$ cat config.mk
export PLATFORM = sky130hd
export DESIGN_NAME = player_controller
export DESIGN_NICKNAME = d
export VERILOG_FILES = /design/src/rtl/player_pkg.sv /design/src/rtl/frame_tick_gen.sv /design/src/rtl/player_controller.sv
export SDC_FILE = /design/constraint.sdc
export NUM_CORES = 1
export LEC_CHECK = 0
export CORE_MARGIN = 2
export CORE_UTILIZATION = 58
export DETAILED_ROUTE_END_ITERATION = 7
export HOLD_SLACK_MARGIN = 0.15
export PLACE_DENSITY = 0.8
export SETUP_SLACK_MARGIN = 0.1
export SLEW_MARGIN = 20
export SYNTH_ARGS = -nofsm -noshare
export SYNTH_HDL_FRONTEND = slang
export SYNTH_HIERARCHICAL = 1
export SYNTH_SLANG_ARGS = --single-unit
$ cat constraint.sdc
create_clock -name Clk -period 9.3 [get_ports Clk]
set_clock_uncertainty 0.1 [all_clocks]
set_input_delay 2.79 -clock Clk [delete_from_list [all_inputs] [get_ports Clk]]
set_output_delay 2.79 -clock Clk [all_outputs]
set_load 0.05 [all_outputs]
$ cat src/rtl/player_pkg.sv
// Shared types and helpers for the per-character player controller.
//   player_state_t : movement state, exposed on the controller's state port
//   vel_t          : 10-bit signed velocity
//   psum_t         : 11-bit signed position sum (position + velocity)
//   pos_add        : unsigned 10-bit position plus signed velocity
//   clamp_pos      : limits a position sum to [lo, hi] and narrows it to 10 bits
package player_pkg;

    typedef enum logic [1:0] {
        IDLE = 2'd0,
        RUN  = 2'd1,
        JUMP = 2'd2,
        FALL = 2'd3
    } player_state_t;

    typedef logic signed [9:0]  vel_t;
    typedef logic signed [10:0] psum_t;

    // One extra bit keeps a 0..1023 position plus a negative velocity
    // representable, so that underflow shows up as a negative sum.
    function automatic psum_t pos_add(input logic [9:0] p, input vel_t v);
        return $signed({1'b0, p}) + $signed({v[9], v});
    endfunction

    function automatic logic [9:0] clamp_pos(input psum_t v, input psum_t lo, input psum_t hi);
        if (v < lo) return lo[9:0];
        if (v > hi) return hi[9:0];
        return v[9:0];
    endfunction

endpackage

$ cat src/rtl/frame_tick_gen.sv
// Turns the asynchronous vsync-rate frame_clk level into a single-Clk tick.
//   Clk       : system clock
//   Reset_n   : asynchronous active-low reset
//   frame_clk : asynchronous frame strobe (level)
//   tick      : registered one-cycle pulse per frame_clk rising edge
module frame_tick_gen (
    input  logic Clk,
    input  logic Reset_n,
    input  logic frame_clk,
    output logic tick
);

    logic sync_1;
    logic sync_2;
    logic sync_prev;

    // Two flops resolve metastability, the third holds the previous
    // synchronised level for the rising-edge compare.
    always_ff @(posedge Clk or negedge Reset_n) begin
        if (!Reset_n) begin
            sync_1    <= 1'b0;
            sync_2    <= 1'b0;
            sync_prev <= 1'b0;
            tick      <= 1'b0;
        end else begin
            sync_1    <= frame_clk;
            sync_2    <= sync_1;
            sync_prev <= sync_2;
            tick      <= sync_2 & ~sync_prev;
        end
    end

endmodule

$ cat src/rtl/player_controller.sv
// Per-character controller: horizontal motion, jump/fall physics, facing,
// animation frame counter and sprite ROM addressing.
//   Clk, Reset_n         : system clock, asynchronous active-low reset
//   frame_clk            : asynchronous frame strobe; physics runs once per rising edge
//   revive               : synchronous respawn to the start position
//   key_left/right/jump  : decoded key levels
//   DrawX, DrawY         : pixel currently being drawn
//   pos_x, pos_y         : sprite top-left corner
//   state                : IDLE=0, RUN=1, JUMP=2, FALL=3
//   facing_left          : sprite is mirrored horizontally when set
//   frame_index          : current animation frame
//   is_player            : DrawX/DrawY falls inside the sprite box
//   sprite_addr          : sprite ROM address (0 outside the box)
module player_controller
    import player_pkg::*;
#(
    parameter int SPR_W       = 32,
    parameter int SPR_H       = 48,
    parameter int X_MIN       = 0,
    parameter int X_MAX       = 639,
    parameter int Y_MIN       = 0,
    parameter int Y_MAX       = 479,
    parameter int START_X     = 32,
    parameter int START_Y     = 416,
    parameter int VEL_X       = 2,
    parameter int JUMP_VEL    = 12,
    parameter int GRAVITY     = 1,
    parameter int MAX_FALL    = 8,
    parameter int FRAME_COUNT = 3,
    parameter int ANIM_DIV    = 4,
    parameter int ADDR_W      = 11
) (
    input  logic              Clk,
    input  logic              Reset_n,
    input  logic              frame_clk,
    input  logic              revive,
    input  logic              key_left,
    input  logic              key_right,
    input  logic              key_jump,
    input  logic [9:0]        DrawX,
    input  logic [9:0]        DrawY,
    output logic [9:0]        pos_x,
    output logic [9:0]        pos_y,
    output logic [1:0]        state,
    output logic              facing_left,
    output logic [1:0]        frame_index,
    output logic              is_player,
    output logic [ADDR_W-1:0] sprite_addr
);

    localparam psum_t X_LO    = psum_t'(X_MIN);
    localparam psum_t X_HI    = psum_t'(X_MAX + 1 - SPR_W);
    localparam psum_t Y_LO    = psum_t'(Y_MIN);
    localparam psum_t FLOOR_S = psum_t'(Y_MAX + 1 - SPR_H);

    localparam logic [9:0] FLOOR_P   = 10'(Y_MAX + 1 - SPR_H);
    localparam logic [9:0] START_X_P = 10'(START_X);
    localparam logic [9:0] START_Y_P = 10'(START_Y);
    localparam logic [9:0] Y_MIN_P   = 10'(Y_MIN);

    localparam vel_t VX_POS = vel_t'(VEL_X);
    localparam vel_t VX_NEG = vel_t'(-VEL_X);
    localparam vel_t JV_NEG = vel_t'(-JUMP_VEL);
    localparam vel_t GRAV_V = vel_t'(GRAVITY);
    localparam vel_t MAXF_V = vel_t'(MAX_FALL);

    localparam logic [7:0] DIV_LAST = 8'(ANIM_DIV - 1);
    localparam logic [1:0] FC_LAST  = 2'(FRAME_COUNT - 1);

    localparam logic [9:0]        SPR_W_P  = 10'(SPR_W);
    localparam logic [9:0]        SPR_H_P  = 10'(SPR_H);
    localparam logic [9:0]        SPR_W_M1 = 10'(SPR_W - 1);
    localparam logic [ADDR_W-1:0] SPR_W_A  = ADDR_W'(SPR_W);

    logic tick;

    frame_tick_gen u_tick (
        .Clk       (Clk),
        .Reset_n   (Reset_n),
        .frame_clk (frame_clk),
        .tick      (tick)
    );

    // Registered state
    logic [9:0]    pos_x_r;
    logic [9:0]    pos_y_r;
    vel_t          vx;
    vel_t          vy;
    player_state_t st;
    logic          face_r;
    logic [1:0]    frame_r;
    logic [7:0]    anim_cnt;

    // Next-tick values
    vel_t          vx_new;
    vel_t          vy_p1;
    vel_t          vy_fall;
    psum_t         y_sum;
    player_state_t run_st;
    player_state_t nst;
    logic [9:0]    nx;
    logic [9:0]    ny;
    vel_t          nvy;
    logic          nface;

    always_comb begin
        vx_new = '0;
        if (key_left && !key_right)
            vx_new = VX_NEG;
        else if (key_right && !key_left)
            vx_new = VX_POS;

        nface = face_r;
        if (key_left && !key_right)
            nface = 1'b1;
        else if (key_right && !key_left)
            nface = 1'b0;

        run_st  = (vx_new != '0) ? RUN : IDLE;
        vy_p1   = vy + GRAV_V;
        vy_fall = (vy_p1 > MAXF_V) ? MAXF_V : vy_p1;

        nx    = clamp_pos(pos_add(pos_x_r, vx_new), X_LO, X_HI);
        ny    = pos_y_r;
        nvy   = vy;
        nst   = st;
        y_sum = '0;

        case (st)
            IDLE, RUN: begin
                if (key_jump) begin
                    // Launch moves by the full jump velocity on the same tick.
                    nst   = JUMP;
                    nvy   = JV_NEG;
                    y_sum = pos_add(pos_y_r, JV_NEG);
                    ny    = clamp_pos(y_sum, Y_LO, FLOOR_S);
                end else if (pos_y_r != FLOOR_P) begin
                    nst = FALL;
                    nvy = '0;
                end else begin
                    nst = run_st;
                end
            end
            JUMP: begin
                nvy   = vy_p1;
                y_sum = pos_add(pos_y_r, vy_p1);
                if (y_sum <= Y_LO) begin
                    // Head hit the ceiling: stop and start falling from rest.
                    ny  = Y_MIN_P;
                    nvy = '0;
                    nst = FALL;
                end else begin
                    ny = y_sum[9:0];
                    if (!vy_p1[9])
                        nst = FALL;
                end
            end
            FALL: begin
                nvy   = vy_fall;
                y_sum = pos_add(pos_y_r, vy_fall);
                if (y_sum >= FLOOR_S) begin
                    ny  = FLOOR_P;
                    nvy = '0;
                    nst = run_st;
                end else begin
                    ny = y_sum[9:0];
                end
            end
            default: ;
        endcase
    end

    always_ff @(posedge Clk or negedge Reset_n) begin
        if (!Reset_n) begin
            pos_x_r  <= START_X_P;
            pos_y_r  <= START_Y_P;
            vx       <= '0;
            vy       <= '0;
            st       <= IDLE;
            face_r   <= 1'b0;
            frame_r  <= '0;
            anim_cnt <= '0;
        end else if (revive) begin
            pos_x_r  <= START_X_P;
            pos_y_r  <= START_Y_P;
            vx       <= '0;
            vy       <= '0;
            st       <= IDLE;
            face_r   <= 1'b0;
            frame_r  <= '0;
            anim_cnt <= '0;
        end else if (tick) begin
            pos_x_r <= nx;
            pos_y_r <= ny;
            vx      <= vx_new;
            vy      <= nvy;
            st      <= nst;
            face_r  <= nface;
            // A new state always starts its animation from frame 0.
            if (nst != st) begin
                anim_cnt <= '0;
                frame_r  <= '0;
            end else if (anim_cnt == DIV_LAST) begin
                anim_cnt <= '0;
                frame_r  <= (frame_r == FC_LAST) ? 2'd0 : frame_r + 2'd1;
            end else begin
                anim_cnt <= anim_cnt + 8'd1;
            end
        end
    end

    // Pixel side. Offsets are unsigned, so pixels left of or above the
    // sprite wrap to large values and fail the bounds test.
    logic [9:0]        ox;
    logic [9:0]        oy;
    logic [9:0]        col;
    logic [ADDR_W-1:0] addr_full;

    always_comb begin
        ox        = DrawX - pos_x_r;
        oy        = DrawY - pos_y_r;
        is_player = (ox < SPR_W_P) && (oy < SPR_H_P);
        col       = face_r ? (SPR_W_M1 - ox) : ox;
        addr_full = ADDR_W'(oy) * SPR_W_A + ADDR_W'(col);
        sprite_addr = is_player ? addr_full : '0;
    end

    assign pos_x       = pos_x_r;
    assign pos_y       = pos_y_r;
    assign state       = st;
    assign facing_left = face_r;
    assign frame_index = frame_r;

endmodule

Word level (Yosys, flattened, before mapping)

Index checks and enable logic that the tools add are counted.
Widths: inputs -> output; s select.

Flip-flop bits (word level): 47
Latch bits: 0
Memory bits (writable): 0
ROM bits: 0
Bits of input ports: 27
Output and inout bits: 37
Word-level logic and storage cells: 117
Memories: 0

Add/subtract/negate cells: 11
$mul: 0
Div/mod/pow operators: 0
$lt $le $gt $ge: 9
Equality and inequality tests: 9
Shift-type cells: 0
Mux-type cells: 60
Bitwise logic cells: 2
Reduce and logical (&&, ||, !) cells: 15

Operator list:

| cell                  | count |
|---|---|
| $mux 10               | 24 |
| $pmux 10 s3           | 2 |
| $add 11x10->11        | 4 |
| $mux 8                | 4 |
| $mux 2                | 13 |
| $lt 11x1->1 const B   | 2 |
| $lt 10x6->1 const B   | 2 |
| $sub 10x10->10        | 2 |
| $mux 1                | 15 |
| $add 11x5->11 const B | 1 |
| $ge 11x10->1 const B  | 1 |
| $gt 11x10->1 const B  | 1 |
| $gt 11x11->1 const B  | 1 |
| $le 11x1->1 const B   | 1 |
| $mux 11               | 1 |
| $add 10x2->10 const B | 1 |
| $gt 10x5->1 const B   | 1 |
| $ne 10x9->1 const B   | 1 |
| $reduce_bool 10->1    | 1 |
| $sub 5x10->10 const A | 1 |
| $add 8x1->8 const B   | 1 |
| $eq 8x2->1 const B    | 1 |
| $reduce_and 2->1      | 4 |
| $eq 2x2->1 const B    | 3 |
| 14 further kinds      | 18 |

Logic depth before layout (Yosys ltp)

Gate-level depths: netlist (run 1).

Word-level depth: 14
Gate-level depth with buffers: 19
Depth with buffers taken out: 18

Hierarchy

Netlist (run 1), hierarchy kept.

By module, submodules not included:

| module            | times used | cells each | area an instance (um2) | sequential area each (um2) |
|---|---|---|---|---|
| player_controller | 1          | 676        | 5406.4                 | 1056.0 |
| frame_tick_gen    | 1          | 5          | 113.9                  | 100.1 |

Worst setup path before layout (run 1)

OpenSTA, ideal clock, no wires.

Path type: input port to output port
Start: in DrawX[1]
End: out sprite_addr[10]
Data arrival time: 6640 ps
Required time: 6410 ps
Slack: -230 ps
Stages on the path: 17
Path buffers: 0
Cell sequence: fa_1 > a21o_1 > a21o_1 > a21o_1 > a21oi_1 > xnor2_1 > inv_1 > ha_1 > nand2_1 > o21ai_0 > ha_1 > a21o_1 > a21oi_1 > o21bai_1 > a21oi_1 > xor2_1 > nor3_1

Longest elaborated chain between the ends: 5
Elaborated cells between the ends (all ways): 7
Classes of those cells: add/sub: 3; order compare: 1; mux: 2; reduce/logical: 1

Ends and longest elaborated chain:

| item               | RTL line                 | text |
|---|---|---|
| start: declaration | player_controller.sv:40  | `input logic [9:0] DrawX,` |
| $sub 10x10->10 (*) | player_controller.sv:220 | `ox = DrawX - pos_x_r;` |
| $sub 5x10->10      | player_controller.sv:223 | `col = face_r ? (SPR_W_M1 - ox) : ox;` |
| $mux 10            | player_controller.sv:223 |  |
| $add 11x10->11     | player_controller.sv:224 | `addr_full = ADDR_W'(oy) * SPR_W_A + ADDR_W'(col);` |
| $mux 11 (*)        | player_controller.sv:225 | `sprite_addr = is_player ? addr_full : '0;` |
| end: declaration   | player_controller.sv:48  | `output logic [ADDR_W-1:0] sprite_addr` |

Mark *: on every way between the ends. The rest lies on a longest branch, timed or not.

Worst setup path in the final report (run 1)

Start: in DrawY[0]
End: out sprite_addr[6]

Longest elaborated chain between the ends: 4
Elaborated cells between the ends (all ways): 5
Classes of those cells: add/sub: 2; order compare: 1; mux: 1; reduce/logical: 1

Ends and longest elaborated chain:

| item               | RTL line                 | text |
|---|---|---|
| start: declaration | player_controller.sv:41  | `input logic [9:0] DrawY,` |
| $sub 10x10->10 (*) | player_controller.sv:221 | `oy = DrawY - pos_y_r;` |
| $lt 10x6->1        | player_controller.sv:222 | `is_player = (ox < SPR_W_P) && (oy < SPR_H_P);` |
| $logic_and 1x1->1  | player_controller.sv:222 |  |
| $mux 11 (*)        | player_controller.sv:225 |  |

Marked as above.

==> results of run 1 <==
flip-flops by register name, indices dropped and copies added (netlist names):
name              cells
facing_left           1
u_tick/sync_2         1
u_tick/sync_prev      1
state                 2
u_tick/sync_1         1
u_tick/tick           1
anim_cnt              8
pos_y                10
pos_x                 9
frame_index           2
vy                   10
cell usage after synthesis (5+ instances only):
library cell	count
and2_1	8
or2_2	8
nor2b_1	8
inv_1	51
ha_1	60
a32o_1	8
clkbuf_1	18
a2111oi_0	5
o21ai_0	35
nand3_1	16
a31oi_1	9
a21o_1	13
nand2_1	49
a211oi_1	6
xnor2_1	41
a22o_1	6
nor2_1	59
xor2_1	22
nor3_1	30
nor4_1	5
nand2b_1	12
o21a_1	5
a21oi_1	40
o211ai_1	5
o31ai_1	7
fa_1	6
and3_1	6
dfrtp_1	42
per-layer routing:
| layer | vias up | wire (um) | GRT usage [%] |
|---|---|---|---|
| met1 | 2565 | 6430 | 38.9 |
| met5 | - | 0 | 0 |
| met2 | 197 | 7520 | 50.9 |
| met4 | 0 | 357 | 9.25 |
| li1 | 2582 | - | - |
| met3 | 40 | 930 | 4.28 |
timing repair:
item,CTS,global route
setup buffers,0,1
pin swaps,6,12
resized for setup,10,21
setup endpoints to repair,6,12
through the flow:
stage | cells | setup WS [ns] | utilization (%) | hold WS [ns] | setup TNS [ns]
6_report | 866 | 0.186 | 72.0 | 0.261 | 0
5_1_grt | 866 | 0.0367 | 72.0 | 0.284 | 0
4_1_cts | 865 | 0.0954 | 70.9 | 0.263 | 0
3_5_place_dp | 857 | -0.170 | 69.2 | 0.240 | -0.292
3_3_place_gp | 857 | -0.0604 | 69.1 | 0.238 | -0.0988
2_1_floorplan | 681 | 0.122 | - | 0.231 | 0
logic make-up (layout without fill, tap and decap cells):
family          Yosys count  in the layout  share of synthesized area (%)
flops                    46             46                           20.9
buf+inv                  75            131                           5.42
xor+xnor                 64             64                           10.5
other cells               2              2                          0.136
fa+ha+maj                66             66                           15.8
simple gates            230            230                           21.0
mux                       5              5                          0.929
compound gates          193            193                           25.3
critical path, stage by stage:
cell             delay [ns]
clkdlybuf4s50_1        0.39
inv_1                  0.05
ha_1                   0.16
inv_1                  0.06
fa_1                   0.41
a21o_1                 0.18
a21oi_1                0.23
o21bai_1               0.13
a2111oi_1              0.44
nor2_1                 0.11
xor2_1                 0.15
a2111o_2               0.59
nor3_2                 0.34
buf_12                 0.19
how the worst max path moves through the flow:
stage	startpoint	to	slack, ns	cells past startpoint
after floorplan	DrawX[1]	sprite_addr[6]	0.12	13
after global placement	DrawX[1]	sprite_addr[10]	-0.06	19
after detailed placement	DrawX[1]	sprite_addr[10]	-0.17	19
after CTS	DrawY[0]	sprite_addr[3]	0.1	14
after global routing	DrawX[1]	sprite_addr[10]	0.04	18
final	DrawY[0]	sprite_addr[6]	0.19	14
power by group through the flow:
stage	combinational, uW	clock (uW)	sequential (uW)
2_1_floorplan	195	0	233
3_3_place_gp	271	0	227
3_5_place_dp	283	0	228
4_1_cts	289	162	224
5_1_grt	335	171	226
6_report	307	161	224
final cells by class:
cell class,count,area [sq um]
fill,718,2590
multi-input combinational,560,4210
sequential,46,1160
clock inverter,3,48.8
timing repair buffer,71,812
inverter,52,195
tap,129,161
clock buffer,5,68.8
==> out/results.tsv, run 1 <==
metric	value	unit
row_count	35	
syn_nets	774	
syn_area_per_cell	8.11	sq um
switchingPower	274	uW
start_util	59.7	%
fin_crit_sh	98.0	%
report.final.slew_viol_count	0	
clockPowerShare	23.2	%
root_buffer	clkbuf_8	
netlist.area_leader.share	19.0	%
fmax	110	MHz
synth_edf_count	0	
comb_power_share	44.4	%
grt_setup_unrepaired	true	
clock_sinks	46	
critPathKind	in -> out	
setup_viol	0	
min-delay-start	u_tick/sync_1$_DFF_PN0_	
worst_ep_arrival_time	6.22	ns
clk_latency	0.31	ns
vias	5384	
post-synth-top-area-cell	dfrtp_1	
areaGrowthSynthToFinish	20.5	%
switching_share	39.5	%
hold_buffers	0	
max_slew.worst_pin.slew	0.958	ns
overflow	0	
crit_fanout	12	
r2r_cells	17	
coreArea	9240	sq um
finalNetCount	829	
cts_buffer_depth	2	
hold_viol	0	
intPower	419	uW
place_congestion	0.947	
h-tree-depth	2	
cts_tree	done	
synth_area_leaders	dfrtp_1, ha_1, xnor2_1, nor2_1, a21oi_1	
status	complete, no violations	
synth_seq_cells	46	
whs_endpoint	u_tick/sync_2$_DFF_PN0_	
dpl_cell_area	6390	sq um
grt_pass1_wl	24800	um
leakage	0.00293	uW
synthFlopType	dfrtp_1	
design_area	6650	sq um
power.density	104	nW/um^2
drtPass1Iterations	5	
grt_pass1_vias	5348	
antenna_found_initial	0	
power_frac_seq	32.4	%
clkTransAtPathRegs	0.10	ns
hold_depth	0	
reg2reg_from	vy[0]$_DFFE_PN0P_	
die_h	102	um
grt_max_degree	47	
syn_inst	681	
diodes	0	
synth_cell_types	81	
seq_area_frac_synth	20.9	%
drcViolationCount	0	
grt_usage	29.8	%
hold_path.class	reg -> reg	
hpwl	11600	um
ff2ff_setup_slack	3.94	ns
cts_buffers	5	
io_buffer_count	62	
yosysWarningCount	6	
vdd.ir_drop.worst	0.0000744	V
cp-start-kind	primary input	
layout_common_cells	nor2_1, ha_1, inv_1	
maxCapViolCount	0	
period_needed	9.11	ns
wl_per_cell	17.6	um
relSlewSlack	35.5	%
drt-total-wl	15200	um
critPathRequiredTime	6.41	ns
routed_via_density	6.22	
drive_above_1_share	11.5	%
crit-reg2reg-capture	vy[5]$_DFFE_PN0P_	
ant_nets	0	
die_w	102	um
synth_area	5520	sq um
die-area	10300	sq um
ys_async_sr_fraction	100	%
p_total	692	uW
num_io_pins	64	
drtIter0Drc	330	
crit_path_end_kind	output port	
(Power assumes the default switching activity.)
==> inputs of run 2 (changes only) <==
--- a/config.mk
+++ b/config.mk
@@ -11,3 +11,3 @@
 export HOLD_SLACK_MARGIN = 0.15
-export PLACE_DENSITY = 0.8
+export PLACE_DENSITY = 0.82
 export SETUP_SLACK_MARGIN = 0.1
--- a/constraint.sdc
+++ b/constraint.sdc
@@ -4,2 +4,2 @@
 set_output_delay 2.79 -clock Clk [all_outputs]
-set_load 0.05 [all_outputs]
+set_load 0.1 [all_outputs]
==> run 2 against run 1 <==
Effect of this change:
- total power rose by 5.9%
- critical path depth grew 4
- clock-buffer cell count stayed put
- final cell count increased by 0.81%
- global-route usage grew 0.26 points
- sequential cell count unchanged
- sequential power is essentially flat
- die area unchanged
- non-clock buffer count rose by 7
- critical path type unchanged
- critical endpoint is now sprite_addr[10]
==> out/results.tsv, run 2 (synthesis results as in run 1) <==
metric	value	unit
place_congestion	0.951	
row_count	35	
crit_path_end_kind	output port	
clockPowerShare	21.9	%
cts_buffers	5	
whs_endpoint	u_tick/sync_2$_DFF_PN0_	
clkTransAtPathRegs	0.10	ns
grt_max_degree	47	
hold_depth	0	
hold_viol	0	
period_needed	9.16	ns
io_buffer_count	62	
crit_fanout	3	
grt_setup_unrepaired	true	
die-area	10300	sq um
power_frac_seq	30.6	%
max_slew.worst_pin.slew	1.02	ns
relSlewSlack	31.7	%
vdd.ir_drop.worst	0.0000713	V
power.density	108	nW/um^2
root_buffer	clkbuf_8	
clk_latency	0.31	ns
status	complete, no violations	
postLayoutCoreUtil	73.4	%
drt-total-wl	15400	um
cts_buffer_depth	2	
dp_slack	-0.283	ns
num_io_pins	64	
hpwl	11500	um
maxCapViolCount	0	
switching_share	41.6	%
areaGrowthSynthToFinish	22.9	%
start_util	59.7	%
switchingPower	305	uW
ant_nets	0	
reg2reg_from	vy[0]$_DFFE_PN0P_	
critPathKind	in -> out	
drtIter0Drc	340	
layout_setup_ws	0.144	ns
drtPass1Iterations	5	
grt_pass1_vias	5291	
overflow	0	
finalNetCount	836	
antenna_found_initial	0	
intPower	429	uW
critPathRequiredTime	6.41	ns
min-delay-start	u_tick/sync_1$_DFF_PN0_	
drcViolationCount	0	
die_w	102	um
die_h	102	um
routed_via_density	6.22	
setup_viol	0	
drive_above_1_share	12.9	%
clock_sinks	46	
h-tree-depth	2	
crit-reg2reg-capture	vy[5]$_DFFE_PN0P_	
leakage	0.00304	uW
cp-start-kind	primary input	
ff2ff_setup_slack	3.91	ns
crit_start	DrawX[3]	
coreArea	9240	sq um
hold_path.class	reg -> reg	
grt_usage	30.0	%
vias	5426	
diodes	0	
comb_power_share	47.5	%
r2r_cells	17	
report.final.slew_viol_count	0	
wl_per_cell	17.6	um
grt_pass1_wl	25000	um
timing.hold.ws	0.266	ns
fmax	109	MHz
worst_ep_arrival_time	6.27	ns
fin_crit_sh	98.5	%
layout_common_cells	nor2_1, ha_1, inv_1	
cts_tree	done	
run 2: changes by cell type in the layout (fill, tap and decap cells not counted), moves of 2 or more:
cell / before / now
buf_4: 10 / 17
a2111oi_2: 0 / 2
inv_6: 0 / 2
nor3_4: 1 / 10
nor3_2: 12 / 2
run 2: layout make-up:
class                   instances  area (sq um)
multi-input cells             560          4300
fillers                       678          2450
flip-flops and latches         46          1160
repair buffers                 78           861
inverters                      52           195
well taps                     129           161
clock buffers                   5          68.8
clock inverters                 3          47.5
run 2: worst max-delay path by stage:
stage | endpoint | slack [ns] | cells past startpoint
2_1_floorplan | sprite_addr[10] | -0.36 | 17
3_3_place_gp | sprite_addr[10] | -0.08 | 19
3_5_place_dp | sprite_addr[10] | -0.28 | 19
4_1_cts | sprite_addr[10] | 0.08 | 19
5_1_grt | sprite_addr[10] | -0.04 | 20
6_report | sprite_addr[10] | 0.14 | 18
run 2: layer usage:
metal  vias up  global-route usage, %  share of wire [%]
li1       2600                      -                  -
met4         0                   9.25                2.4
met5         -                      0                  0
met1      2580                   39.2                 43
met3        31                   3.52                5.8
met2       215                   51.9                 49
run 2: what timing repair did:
| item | 4_1_cts | 5_1_grt |
|---|---|---|
| pin swaps | 8 | 11 |
| buffers inserted | 1 | 3 |
| gates resized for setup | 12 | 14 |
| endpoints found under the setup margin | 5 | 12 |
| hold buffers | 0 | 0 |
run 2: metrics by stage:
| step | power (uW) | instances | cell area (sq um) | setup TNS (ns) |
|---|---|---|---|---|
| CTS | 711 | 870 | 6690 | 0 |
| finish | 734 | 873 | 6790 | 0 |
| global placement | 529 | 861 | 6520 | -0.149 |
| global route | 774 | 873 | 6790 | -0.0379 |
| detailed placement | 540 | 861 | 6520 | -0.690 |
| floorplan | 456 | 681 | 5630 | -0.357 |
run 2: critical path, stage by stage:
cell             delay, ns
clkdlybuf4s50_1       0.41
ha_1                  0.35
a21o_1                0.20
a21o_1                0.20
a21oi_2               0.20
xnor2_2               0.15
inv_2                 0.08
ha_4                  0.24
nand2_1               0.08
o21ai_2               0.09
ha_1                  0.33
a21o_1                0.21
a21oi_2               0.19
o21bai_1              0.11
a21oi_2               0.19
xor2_2                0.10
nor3_4                0.17
buf_12                0.20
run 2: power groups by stage:
stage | logic (uW) | clock network (uW) | registers (uW)
5_1_grt | 377 | 171 | 226
3_3_place_gp | 301 | 0 | 227
6_report | 348 | 161 | 225
4_1_cts | 323 | 164 | 224
3_5_place_dp | 312 | 0 | 228
2_1_floorplan | 207 | 0 | 248
==> inputs of run 3 (changes only) <==
- CORE_UTILIZATION: 58 -> 59
- CTS_BUF_LIST: unset -> sky130_fd_sc_hd__clkbuf_4 sky130_fd_sc_hd__clkbuf_8
- PLACE_DENSITY: 0.82 -> 0.83
==> run 3 against run 2 <==
Effect of this change:
- clock-buffer cell count unchanged
- non-clock buffer count is 3 lower
- sequential cell count did not move
- combinational power fell by 3%
- critical path type unchanged
- first-iteration DRC count grew 16%
- core utilization hardly changed
- sequential power is essentially flat
- die area is 1.6% lower
==> out/results.tsv, run 3 (synthesis results as in run 1) <==
metric	value	unit
setup_viol	0	
cts_buffer_depth	2	
hold_depth	0	
cts_buffers	5	
io_buffer_count	62	
diodes	0	
hold_path.class	reg -> reg	
vias	5501	
drtIter0Drc	396	
min-delay-start	u_tick/sync_1$_DFF_PN0_	
finalNetCount	833	
areaGrowthSynthToFinish	21.8	%
grt_setup_unrepaired	true	
fmax	110	MHz
num_io_pins	64	
root_buffer	clkbuf_8	
max_slew.worst_pin.slew	1.01	ns
overflow	0	
die-area	10100	sq um
hold_viol	0	
hpwl	11600	um
critPathKind	in -> out	
start_util	60.3	%
ant_nets	0	
place_congestion	0.985	
crit-reg2reg-capture	vy[4]$_DFFE_PN0P_	
routed_via_density	6.46	
crit_path_end_kind	output port	
die_h	101	um
vdd.ir_drop.worst	0.0000925	V
cp-start-kind	primary input	
grt_pass1_vias	5527	
antenna_found_initial	0	
design_area	6720	sq um
grt_usage	31.7	%
maxCapViolCount	0	
reg2reg_from	vy[0]$_DFFE_PN0P_	
layout_common_cells	nor2_1, ha_1, inv_1	
report.final.slew_viol_count	0	
crit_fanout	12	
clkTransAtPathRegs	0.09	ns
worst_ep_arrival_time	6.17	ns
fin_crit_sh	97.4	%
die_w	101	um
grt_pass1_wl	26100	um
period_needed	9.06	ns
dpl_cell_area	6490	sq um
drtPass1Iterations	7	
r2r_cells	17	
whs_endpoint	u_tick/sync_2$_DFF_PN0_	
drt-total-wl	15600	um
relSlewSlack	32.5	%
h-tree-depth	2	
placed_cells	841	
status	complete, no violations	
cts_tree	done	
drive_above_1_share	11.9	%
row_count	35	
drcViolationCount	0	
coreArea	9150	sq um
final_cells	852	
leakage	0.00303	uW
grt_max_degree	47	
clock_sinks	46	
clk_latency	0.31	ns
critPathRequiredTime	6.41	ns
hold_buffers	0	
ff2ff_setup_slack	3.81	ns
wl_per_cell	18.3	um
power.density	111	nW/um^2
-- run 3: cell types whose count changed in the layout (fill, tap and decap cells not counted), moves of 2 or more --
cell,before,now
a21oi_1,34,37
a21oi_2,6,3
buf_4,17,14
a2111oi_2,2,0
inv_6,2,0
xor2_1,20,22
xor2_2,2,0
-- run 3: layer usage --
metal  share of wire [%]  wire, um  track usage, %  vias up
met4                 2.7       424            10.6        0
met1                  42      6550            41.1     2589
met5                   0         0               0        -
met3                 7.0      1100            4.85       44
met2                  48      7560            54.0      269
li1                    -         -               -     2599
-- run 3: final cells by class --
class,count,area (sq um)
Clock inverter,3,68.8
Sequential cell,46,1160
Clock buffer,5,68.8
Tap cell,111,139
Multi-Input combinational cell,560,4260
Inverter,52,195
Fill cell,669,2430
Timing Repair Buffer,75,832
-- run 3: through the flow --
step	hold WS [ns]	power, uW	setup WS, ns	utilization [%]	TNS [ns]
CTS	0.260	731	0.129	72.8	0
global route	0.266	786	-0.120	73.5	-0.148
floorplan	0.231	456	-0.357	-	-0.357
detailed placement	0.243	541	-0.358	70.9	-1.03
global placement	0.233	528	-0.0838	70.8	-0.148
finish	0.257	746	0.239	73.5	0
-- run 3: critical path, cell delays in order --
cell and delay (ns):
clkdlybuf4s50_1 0.39, inv_1 0.05, ha_1 0.17, inv_1 0.06
fa_1 0.40, a21o_1 0.18, a21oi_1 0.22, o21bai_1 0.12
a2111oi_1 0.40, nor2_1 0.11, xor2_1 0.16, a2111o_1 0.38
buf_4 0.24, nor3_2 0.28, buf_12 0.21
-- run 3: report_power, final --
part,internal (uW),switching (uW)
clock,108,75.1
sequential,208,16.9
combinational,133,204
total,449,296
-- run 3: worst max-delay path by stage --
stage	startpoint	to	slack, ns	cells after the start
finish	DrawY[0]	sprite_addr[10]	0.24	15
global route	DrawX[1]	sprite_addr[10]	-0.12	16
CTS	DrawX[1]	sprite_addr[10]	0.13	19
detailed placement	DrawX[1]	sprite_addr[10]	-0.36	19
global placement	DrawX[1]	sprite_addr[10]	-0.08	19
floorplan	DrawX[1]	sprite_addr[10]	-0.36	17
-- run 3: timing repair --
item,CTS,global route
cloned,0,0
pin swaps,9,9
buffers inserted,2,1
gates resized for setup,8,13
endpoints found under the setup margin,5,7
